### config.mk
export PLATFORM = sky130hd
export DESIGN_NAME = snoop_result_pipe_flat
export DESIGN_NICKNAME = d
export VERILOG_FILES = /design/src/rtl/snoop_result_pipe_if.sv /design/src/rtl/snoop_result_pipe.sv /design/src/flat_wrapper.sv
export SDC_FILE = /design/constraint.sdc
export NUM_CORES = 1
export LEC_CHECK = 0
export CAP_MARGIN = 30
export CELL_PAD_IN_SITES_DETAIL_PLACEMENT = 1
export CELL_PAD_IN_SITES_GLOBAL_PLACEMENT = 1
export CORE_ASPECT_RATIO = 0.75
export CORE_MARGIN = 8
export CORE_UTILIZATION = 48
export CTS_CLUSTER_DIAMETER = 100
export DETAILED_ROUTE_END_ITERATION = 7
export PLACE_DENSITY = 0.9
export SETUP_SLACK_MARGIN = 0.1
export SLEW_MARGIN = 20
export SYNTH_ARGS = -nofsm -noshare
export SYNTH_HDL_FRONTEND = slang
export SYNTH_SLANG_ARGS = --single-unit
export TNS_END_PERCENT = 10
### constraint.sdc
create_clock -name clk -period 3.1 [get_ports clk]
set_clock_uncertainty 0.1 [all_clocks]
set_input_delay 0.31 -clock clk [delete_from_list [all_inputs] [get_ports clk]]
set_output_delay 0.31 -clock clk [all_outputs]
set_load 0.01 [all_outputs]
### src/rtl/snoop_result_pipe_if.sv
// Snoop request/response bus between the shared-bus model and the snoop result pipe.
// Statistics outputs and their clear input travel with the bus.
interface snoop_result_pipe_if #(
    parameter int ADDR_W    = 32,
    parameter int NUM_PEERS = 2,
    parameter int CNT_W     = 16
);
    logic                   req_valid;
    logic                   req_ready;
    logic [ADDR_W-1:0]      req_addr;
    logic [7:0]             req_op;
    logic                   rsp_valid;
    logic                   rsp_ready;
    logic [1:0]             rsp_result;
    logic [2*NUM_PEERS-1:0] rsp_peer_result;
    logic [ADDR_W-1:0]      rsp_addr;
    logic [7:0]             rsp_op;
    logic                   clear_stats;
    logic [CNT_W-1:0]       hit_count;
    logic [CNT_W-1:0]       hitm_count;

    modport master (
        output req_valid, req_addr, req_op, rsp_ready, clear_stats,
        input  req_ready, rsp_valid, rsp_result, rsp_peer_result, rsp_addr, rsp_op,
               hit_count, hitm_count
    );

    modport slave (
        input  req_valid, req_addr, req_op, rsp_ready, clear_stats,
        output req_ready, rsp_valid, rsp_result, rsp_peer_result, rsp_addr, rsp_op,
               hit_count, hitm_count
    );
endinterface

### src/rtl/snoop_result_pipe.sv
// Pipelined snoop-result generator: per-peer nibble decode, fixed-latency pipe,
// credit-guarded show-ahead response FIFO and saturating HIT/HITM counters.
module snoopPeerDecode (
    input  logic [3:0] nibble,
    output logic [1:0] res
);
    always_comb begin
        case (nibble)
            4'h2, 4'h8: res = 2'b01;
            4'h4, 4'hC: res = 2'b10;
            default:    res = 2'b00;
        endcase
    end
endmodule

module snoop_result_pipe #(
    parameter int ADDR_W     = 32,
    parameter int NUM_PEERS  = 2,
    parameter int LATENCY    = 2,
    parameter int FIFO_DEPTH = 4,
    parameter int CNT_W      = 16
) (
    input logic                clk,
    input logic                rst_n,
    snoop_result_pipe_if.slave bus
);
    localparam int PTR_W = $clog2(FIFO_DEPTH);
    localparam int OCC_W = $clog2(FIFO_DEPTH + 1);
    localparam logic [OCC_W-1:0] DEPTH_C = OCC_W'(FIFO_DEPTH);

    typedef struct packed {
        logic [1:0]             result;
        logic [2*NUM_PEERS-1:0] peerRes;
        logic [ADDR_W-1:0]      addr;
        logic [7:0]             op;
    } entry_t;

    logic [NUM_PEERS-1:0][3:0] nibbles;
    logic [NUM_PEERS-1:0][1:0] peerDec;
    logic                      anyHit, anyHitm;
    entry_t                    decIn;

    assign nibbles = bus.req_addr[4*NUM_PEERS-1:0];

    snoopPeerDecode uDec [NUM_PEERS-1:0] (.nibble(nibbles), .res(peerDec));

    always_comb begin
        anyHit  = 1'b0;
        anyHitm = 1'b0;
        for (int i = 0; i < NUM_PEERS; i++) begin
            anyHit  = anyHit  | peerDec[i][0];
            anyHitm = anyHitm | peerDec[i][1];
        end
        decIn.result  = anyHitm ? 2'b10 : (anyHit ? 2'b01 : 2'b00);
        decIn.peerRes = peerDec;
        decIn.addr    = bus.req_addr;
        decIn.op      = bus.req_op;
    end

    // Credits cover both in-flight pipe entries and FIFO contents, so a push never finds the FIFO full.
    logic             readyEn;
    logic [OCC_W-1:0] occ;
    logic             accept, pop, push;

    assign bus.req_ready = readyEn && (occ < DEPTH_C);
    assign accept        = bus.req_valid && bus.req_ready;
    assign pop           = bus.rsp_valid && bus.rsp_ready;

    always_ff @(posedge clk or negedge rst_n) begin
        if (!rst_n) begin
            readyEn <= 1'b0;
            occ     <= '0;
        end else begin
            readyEn <= 1'b1;
            if (accept && !pop)
                occ <= occ + OCC_W'(1);
            else if (!accept && pop)
                occ <= occ - OCC_W'(1);
        end
    end

    logic [LATENCY:1] vldPipe;
    entry_t           stData [1:LATENCY];

    always_ff @(posedge clk or negedge rst_n) begin
        if (!rst_n) begin
            vldPipe <= '0;
            for (int s = 1; s <= LATENCY; s++) stData[s] <= '0;
        end else begin
            vldPipe[1] <= accept;
            stData[1]  <= decIn;
            for (int s = 2; s <= LATENCY; s++) begin
                vldPipe[s] <= vldPipe[s-1];
                stData[s]  <= stData[s-1];
            end
        end
    end

    assign push = vldPipe[LATENCY];

    entry_t           mem [FIFO_DEPTH];
    logic [PTR_W-1:0] wrPtr, rdPtr;
    logic [OCC_W-1:0] fifoCnt;
    entry_t           head;

    assign head                = mem[rdPtr];
    assign bus.rsp_valid       = (fifoCnt != '0);
    assign bus.rsp_result      = head.result;
    assign bus.rsp_peer_result = head.peerRes;
    assign bus.rsp_addr        = head.addr;
    assign bus.rsp_op          = head.op;

    always_ff @(posedge clk or negedge rst_n) begin
        if (!rst_n) begin
            wrPtr   <= '0;
            rdPtr   <= '0;
            fifoCnt <= '0;
            for (int i = 0; i < FIFO_DEPTH; i++) mem[i] <= '0;
        end else begin
            if (push) begin
                mem[wrPtr] <= stData[LATENCY];
                wrPtr      <= wrPtr + PTR_W'(1);
            end
            if (pop)
                rdPtr <= rdPtr + PTR_W'(1);
            if (push && !pop)
                fifoCnt <= fifoCnt + OCC_W'(1);
            else if (!push && pop)
                fifoCnt <= fifoCnt - OCC_W'(1);
        end
    end

    logic [CNT_W-1:0] hitCnt, hitmCnt;

    assign bus.hit_count  = hitCnt;
    assign bus.hitm_count = hitmCnt;

    always_ff @(posedge clk or negedge rst_n) begin
        if (!rst_n) begin
            hitCnt  <= '0;
            hitmCnt <= '0;
        end else if (bus.clear_stats) begin
            hitCnt  <= '0;
            hitmCnt <= '0;
        end else if (pop) begin
            if (head.result == 2'b01 && hitCnt != '1)
                hitCnt <= hitCnt + CNT_W'(1);
            if (head.result == 2'b10 && hitmCnt != '1)
                hitmCnt <= hitmCnt + CNT_W'(1);
        end
    end
endmodule

### src/flat_wrapper.sv
// flat-port wrapper written by rule: the top's interface ports become plain ports
module snoop_result_pipe_flat 
#(
    parameter int ADDR_W     = 32,
    parameter int NUM_PEERS  = 2,
    parameter int LATENCY    = 2,
    parameter int FIFO_DEPTH = 4,
    parameter int CNT_W      = 16
)
  (clk, rst_n, bus_req_valid, bus_req_addr, bus_req_op, bus_rsp_ready, bus_clear_stats, bus_req_ready, bus_rsp_valid, bus_rsp_result, bus_rsp_peer_result, bus_rsp_addr, bus_rsp_op, bus_hit_count, bus_hitm_count);
  snoop_result_pipe_if #(.ADDR_W(ADDR_W), .NUM_PEERS(NUM_PEERS), .CNT_W(CNT_W)) bus_i ();
  input logic clk;
  input logic rst_n;
  input wire logic [$bits(bus_i.req_valid)-1:0] bus_req_valid;
  input wire logic [$bits(bus_i.req_addr)-1:0] bus_req_addr;
  input wire logic [$bits(bus_i.req_op)-1:0] bus_req_op;
  input wire logic [$bits(bus_i.rsp_ready)-1:0] bus_rsp_ready;
  input wire logic [$bits(bus_i.clear_stats)-1:0] bus_clear_stats;
  output wire logic [$bits(bus_i.req_ready)-1:0] bus_req_ready;
  output wire logic [$bits(bus_i.rsp_valid)-1:0] bus_rsp_valid;
  output wire logic [$bits(bus_i.rsp_result)-1:0] bus_rsp_result;
  output wire logic [$bits(bus_i.rsp_peer_result)-1:0] bus_rsp_peer_result;
  output wire logic [$bits(bus_i.rsp_addr)-1:0] bus_rsp_addr;
  output wire logic [$bits(bus_i.rsp_op)-1:0] bus_rsp_op;
  output wire logic [$bits(bus_i.hit_count)-1:0] bus_hit_count;
  output wire logic [$bits(bus_i.hitm_count)-1:0] bus_hitm_count;
  assign bus_i.req_valid = bus_req_valid;
  assign bus_i.req_addr = bus_req_addr;
  assign bus_i.req_op = bus_req_op;
  assign bus_i.rsp_ready = bus_rsp_ready;
  assign bus_i.clear_stats = bus_clear_stats;
  assign bus_req_ready = bus_i.req_ready;
  assign bus_rsp_valid = bus_i.rsp_valid;
  assign bus_rsp_result = bus_i.rsp_result;
  assign bus_rsp_peer_result = bus_i.rsp_peer_result;
  assign bus_rsp_addr = bus_i.rsp_addr;
  assign bus_rsp_op = bus_i.rsp_op;
  assign bus_hit_count = bus_i.hit_count;
  assign bus_hitm_count = bus_i.hitm_count;
  snoop_result_pipe #(.ADDR_W(ADDR_W), .NUM_PEERS(NUM_PEERS), .LATENCY(LATENCY), .FIFO_DEPTH(FIFO_DEPTH), .CNT_W(CNT_W)) u_core (.clk(clk), .rst_n(rst_n), .bus(bus_i));
endmodule
**After elaboration in Yosys (flattened, before gate mapping)**

Index checks and enable logic that the tools add are counted.

- Input bits: 45
- Output and inout bits: 80
- Register bits: 321

- Eq/ne operators: 12
- Order comparisons: 4
- Bitwise operators: 4
- Muxes and demuxes: 20
- Reductions and logical operators: 25
- $add $sub $neg: 8

Operator list:

| kind | number |
|---|---|
| $bwmux 184 | 1 |
| $mux 46 | 3 |
| $mux 16 | 6 |
| $bmux 46 s2 | 1 |
| $demux 46 s2 | 1 |
| $add 16x1->16 const B | 2 |
| $ne 16x16->1 const B | 2 |
| $eq 4x4->1 const B | 4 |
| $mux 3 | 4 |
| $logic_and 1x1->1 | 10 |
| $reduce_bool 2->1 | 5 |
| $eq 4x2->1 const B | 2 |
| $eq 4x3->1 const B | 2 |
| $pmux 2 s2 | 2 |
| $reduce_or 2->1 | 4 |
| $add 3x1->3 const B | 2 |
| $ge 3x3->1 const B | 2 |
| $not 2->3 | 2 |
| $sub 3x1->3 const B | 2 |
| $add 2x1->2 const B | 2 |
| $reduce_and 2->1 | 2 |
| $logic_not 1->1 | 3 |
| $lt 3x1->1 const B | 1 |
| $lt 3x3->1 const B | 1 |
| other kinds (6) | 7 |

**Depth between registers and ports, before layout**

- Depth in word-level cells: 9
- Depth in mapped cells: 9
- Depth with buffers taken out: 9

**Hierarchy**

A second synthesis with hierarchy kept.

- Cell total of the unflattened synthesis: 772
- Area, all modules: 12540.8 µm²

By module, submodules not included:

| module | area an instance (µm²) | cells each | instances |
|---|---|---|---|
| snoop_result_pipe | 12488.2 | 766 | 1 |
| snoopPeerDecode | 26.3 | 3 | 2 |

**Worst setup path after synthesis**

OpenSTA, ideal clock, no wires.

- Kind: flip-flop to flip-flop
- Start: register u_core.fifoCnt[1]
- End: register u_core.occ[2]
- Clock period less this slack: 2289 ps
- Stages on the path, launching flop included: 10
- Library setup time: 79 ps
- Arrival: 2109 ps
- Slack: 811 ps
- Data required time: 2921 ps
- Cell sequence: dfrtp_1 > or3_1 > and2_1 > inv_2 > ha_1 > inv_1 > fa_1 > xor2_1 > nor2_1 > xor2_1

- Cells in the longest elaborated chain, start to end: 5
- Elaborated cells between the ends (all ways): 7

RTL lines:

| element | line | RTL |
|---|---|---|
| start, declared | snoop_result_pipe.sv:103 | `logic [OCC_W-1:0] fifoCnt;` |
| start signal, assigned | snoop_result_pipe.sv:127 | `fifoCnt <= fifoCnt + OCC_W'(1);` |
| start signal, assigned | snoop_result_pipe.sv:129 | `fifoCnt <= fifoCnt - OCC_W'(1);` |
| $reduce_bool 3->1 * | snoop_result_pipe.sv:107 | `assign bus.rsp_valid = (fifoCnt != '0);` |
| net bus_rsp_valid | flat_wrapper.sv:20 | `output wire logic [$bits(bus_i.rsp_valid)-1:0] bus_rsp_valid;` |
| $logic_and 1x1->1 * | snoop_result_pipe.sv:67 | `assign pop = bus.rsp_valid && bus.rsp_ready;` |
| $logic_not 1->1 | snoop_result_pipe.sv:75 | `if (accept && !pop)` |
| $logic_and 1x1->1 | snoop_result_pipe.sv:75 |  |
| $mux 3 / $reduce_bool 2->1 (equally long branches) | - |  |
| end signal, assigned | snoop_result_pipe.sv:76 | `occ <= occ + OCC_W'(1);` |
| end signal, assigned | snoop_result_pipe.sv:78 | `occ <= occ - OCC_W'(1);` |
| end, declared | snoop_result_pipe.sv:62 | `logic [OCC_W-1:0] occ;` |

Mark *: on every way through the listed nets, which the timed path passes. The rest lies on a longest branch.
A chain may end at the register's enable or synchronous reset.

**Worst setup path after layout**

- Start: register u_core.rdPtr[0]
- End: output port bus_rsp_addr[17]

- Cells in the longest elaborated chain, start to end: 4

RTL lines:

| element | line | RTL |
|---|---|---|
| start, declared | snoop_result_pipe.sv:102 | `logic [PTR_W-1:0] wrPtr, rdPtr;` |
| start signal, assigned | snoop_result_pipe.sv:125 | `rdPtr <= rdPtr + PTR_W'(1);` |
| $not 2->3 (implied by the code) | snoop_result_pipe.sv:106 | `assign head = mem[rdPtr];` |
| $bmux 46 s2 | snoop_result_pipe.sv:106 |  |
| $mux 46 (implied by the code) (2 in series) | snoop_result_pipe.sv:106 |  |
| end, declared | flat_wrapper.sv:23 | `output wire logic [$bits(bus_i.rsp_addr)-1:0] bus_rsp_addr;` |

No other way between the ends. The select of a mux whose other input is x is not followed.

==> key figures <==
Outcome
  • Status: finished clean

Cells and area
  • Fill count: about 2400
  • Post-route cell area: between 0.015 and 0.02 mm2
  • Multi-input gate area: 0.00431 mm2
  • N_diodes: 0
  • Commonest non-fill, non-tap cell in the layout: dfrtp_1
  • Fin util: 0.594
  • Final Non-Filler Cells: 1286
  • Layout cells sized above 1: 0.331
  • Nets: 974
  • Area delta synth->final: 22.3%
  • Most frequent cells in the layout: dfrtp_1 (319), mux2_2 (186), clkdlybuf4s50_1 (123)
  • FF/Latch Area: 0.00804 mm2

Logic synthesis
  • Part of the Yosys area used for sequential elements: 0.642
  • Syn_area_per_cell: 16.1 um2
  • Post-Syn Nets: ~830
  • Synth area leaders: dfrtp_1 (64%), mux2_2 (17%), mux4_2 (8.3%)
  • Yosys top cell area share: 0.642
  • Synth warn: 0
  • Mapped Area: roughly 0.013 mm2
  • Synth unique cells: 37
  • Synth Register Bits: approximately 320
  • Area leader, netlist: dfrtp_1
  • Synthesized instance count: just under 800

Setup path
  • CP max stage cell: mux4_2
  • Crit end category: output pin
  • Critical path class: reg -> out
  • Crit-path max FO: 21
  • Critical-path cell list: buf_6 > mux4_2 > clkdlybuf4s50_1
  • WP data required: 2.69 ns
  • CP Launch Type: flip-flop
  • Critical path's top delay family: buffers and inverters
  • Critical path buffers and inverters: 2
  • Max incr delay on CP: 0.59 ns
  • CP Data Arrival Time: 2.45 ns

Floorplan
  • Die width: between 200 and 250 um
  • # rows: 51
  • I/O pin cnt: about 130
  • Core area: ~0.026 mm2
  • Starting Density: 0.486
  • Die height: 156 um
  • Die ar.: between 0.03 and 0.04 mm2

Power
  • Clk pwr share: 0.250
  • Power per cell area: about 970 mW/mm2
  • Sw frac: 0.289
  • Combinational power share: 0.332
  • Leak: roughly 6.6 nW
  • Int Power: about 11 mW
  • Max VDD drop: around 0.66 mV
  • Sw power: between 4 and 5 mW
  • Reg power frac: 0.418

Drt
  • DR vias: around 7000
  • DRC marker count from the first detailed-route iteration: just under 300
  • Vias per cell: roughly 5.6
  • WL/cell: roughly 23 um
  • Final ANT Viol Nets: 0
  • Drt total wl: roughly 29 mm
  • Drt drc: 0
  • Drt first pass iters: 4

Flow run
  • Max cap viols: 0

Min path
  • Hold WC Path Type: in -> reg

STA
  • Final Max Tran Viols: 0
  • FMAX: 349 MHz
  • Final period util: 0.923
  • Slew of the pin with the lowest slew margin: 0.660 ns
  • Sum of negative setup slack: 0 ns
  • Post-route setup slack: between 0.2 and 0.25 ns
  • Worst relative slew slack: 0.560
  • Final setup viols: 0
  • Fin. Hold Viols: 0
  • Crit path time final: about 2.9 ns
  • RSZ-0062 raised after global routing: no

Clock network
  • Longest Clk Path Bufs: 3
  • CTS tree: yes
  • # Post-CTS Setup Buffers: 0
  • Root buffer cell: clkbuf_16
  • # H-tree levels: 1
  • CTS sink cnt: about 320
  • Clk_lat worst skew: 0.55 ns
  • Clk pin slew, worst setup/hold paths: ~0.070 ns
  • TritonCTS buffer count: 30

GRT
  • Grt ovf: 0
  • Largest net degree at the start of global routing: 84
  • Initial antenna violation count: 0
  • GR Util All Layers: 0.187
  • Vias in the first global route: 8117
  • First-pass GRT wire length: roughly 48 mm

Place
  • Placed Cells: about 1200
  • Dpl ws: 0.493 ns
  • Hpwl dp: approximately 18 mm
  • Final Wtd Congestion: between 0.7 and 0.8
  • Placed cell areas: 0.0143 mm2
  • Port Buffers: 124
[timing repair]
action	in CTS	in global routing
hold buffers	1	0
endpoints found under the setup margin	5	1
endpoints found under the hold margin	76	0
resized for setup	1	1
[cells in the mapped netlist]
library cell / instances
xnor2_1: 7
nand2_1: 17
inv_1: 9
dfrtp_1: 321
nand3_1: 14
ha_1: 8
and2_1: 3
mux4_2: 46
o21ai_0: 9
conb_1: 1
buf_1: 3
xor2_1: 9
inv_2: 1
and3_1: 2
buf_2: 7
nor2_1: 14
nand3_2: 1
o211ai_2: 1
buf_6: 1
nand4_1: 8
o2111ai_2: 1
nor2b_1: 1
and4_1: 3
nor4_1: 1
or2_2: 1
clkbuf_1: 24
nor3b_1: 2
mux2i_1: 2
o21ai_1: 5
o31ai_1: 12
nor3_1: 3
or4_1: 14
mux2_2: 186
fa_1: 2
nor2b_4: 1
or3_1: 14
a21oi_1: 24
[registers in the layout, summed over array words and instances (netlist names)]
signal and count:
u_core.readyEn 1, u_core.stData 92, u_core.wrPtr 2, u_core.occ 3, u_core.bus.hitm_count 16, u_core.rdPtr 2, u_core.mem 184, u_core.bus.hit_count 16
u_core.vldPipe 2, u_core.fifoCnt 3
[kinds of logic (layout without fill, tap and decap cells)]
logic type | after synthesis | in the layout | synth area share
buffers and inverters | 45 | 209 | 0.0148
other | 1 | 1 | 0.000300
DFF | 321 | 321 | 0.642
and+or+nand+nor | 99 | 99 | 0.0447
adders and majority gates | 10 | 10 | 0.0112
xor gates and xnor gates | 16 | 16 | 0.0112
muxes | 234 | 234 | 0.252
AOI/OAI and AO/OA | 52 | 52 | 0.0246
[metal layers]
layer,vias up,GRT usage,wire (um)
met5,-,0,0
met4,0,0.0338,495
met3,37,0.0351,1080
met2,130,0.322,14700
met1,3894,0.249,12800
li1,3128,-,-
[power groups by stage]
stage / clock (mW) / combinational (mW) / sequential [mW]
floorplan: 0 / 3.01 / 5.94
global placement: 0 / 4.80 / 6.11
detailed placement: 0 / 4.97 / 6.25
CTS: 3.83 / 5.05 / 6.22
global route: 3.98 / 5.31 / 6.38
finish: 3.73 / 4.94 / 6.22
[path summary, 6_finish.rpt]
| kind | cells past startpoint | endpoint | slack, ns | startpoint |
|---|---|---|---|---|
| max | 3 | bus_rsp_addr[17] | 0.24 | u_core.rdPtr[0]$_DFFE_PN0P_ |
| min | 1 | u_core.stData[73]$_DFF_PN0_ | 0.09 | bus_req_addr[19] |
| max reg2reg | 5 | u_core.bus.hitm_count[15]$_DFFE_PN0P_ | 0.45 | u_core.rdPtr[0]$_DFFE_PN0P_ |
| min reg2reg | 0 | u_core.stData[29]$_DFF_PN0_ | 0.25 | u_core.stData[75]$_DFF_PN0_ |
| max in group asynchronous | 4 | u_core.mem[76]$_DFFE_PN0P_ | 1.74 | rst_n |
| min in group asynchronous | 2 | u_core.bus.hitm_count[9]$_DFFE_PN0P_ | 0.26 | rst_n |
[through the flow]
| stage | power (mW) | hold slack [ns] |
|---|---|---|
| after floorplan | 8.95 | -0.0856 |
| after global placement | 10.9 | 0.231 |
| after detailed placement | 11.2 | 0.236 |
| after CTS | 15.1 | 0.0627 |
| after global routing | 15.7 | 0.0663 |
| final | 14.9 | 0.0902 |
[area by class of cell]
class	count	share of cell area
clock buffers	42	0.0552
multi-input cells	412	0.282
flip-flops and latches	321	0.525
repair buffers	144	0.0976
well taps	344	0.0281
clock inverters	13	0.0102
inverters	10	0.00245
Note: power is estimated with default switching activity, not from simulation.
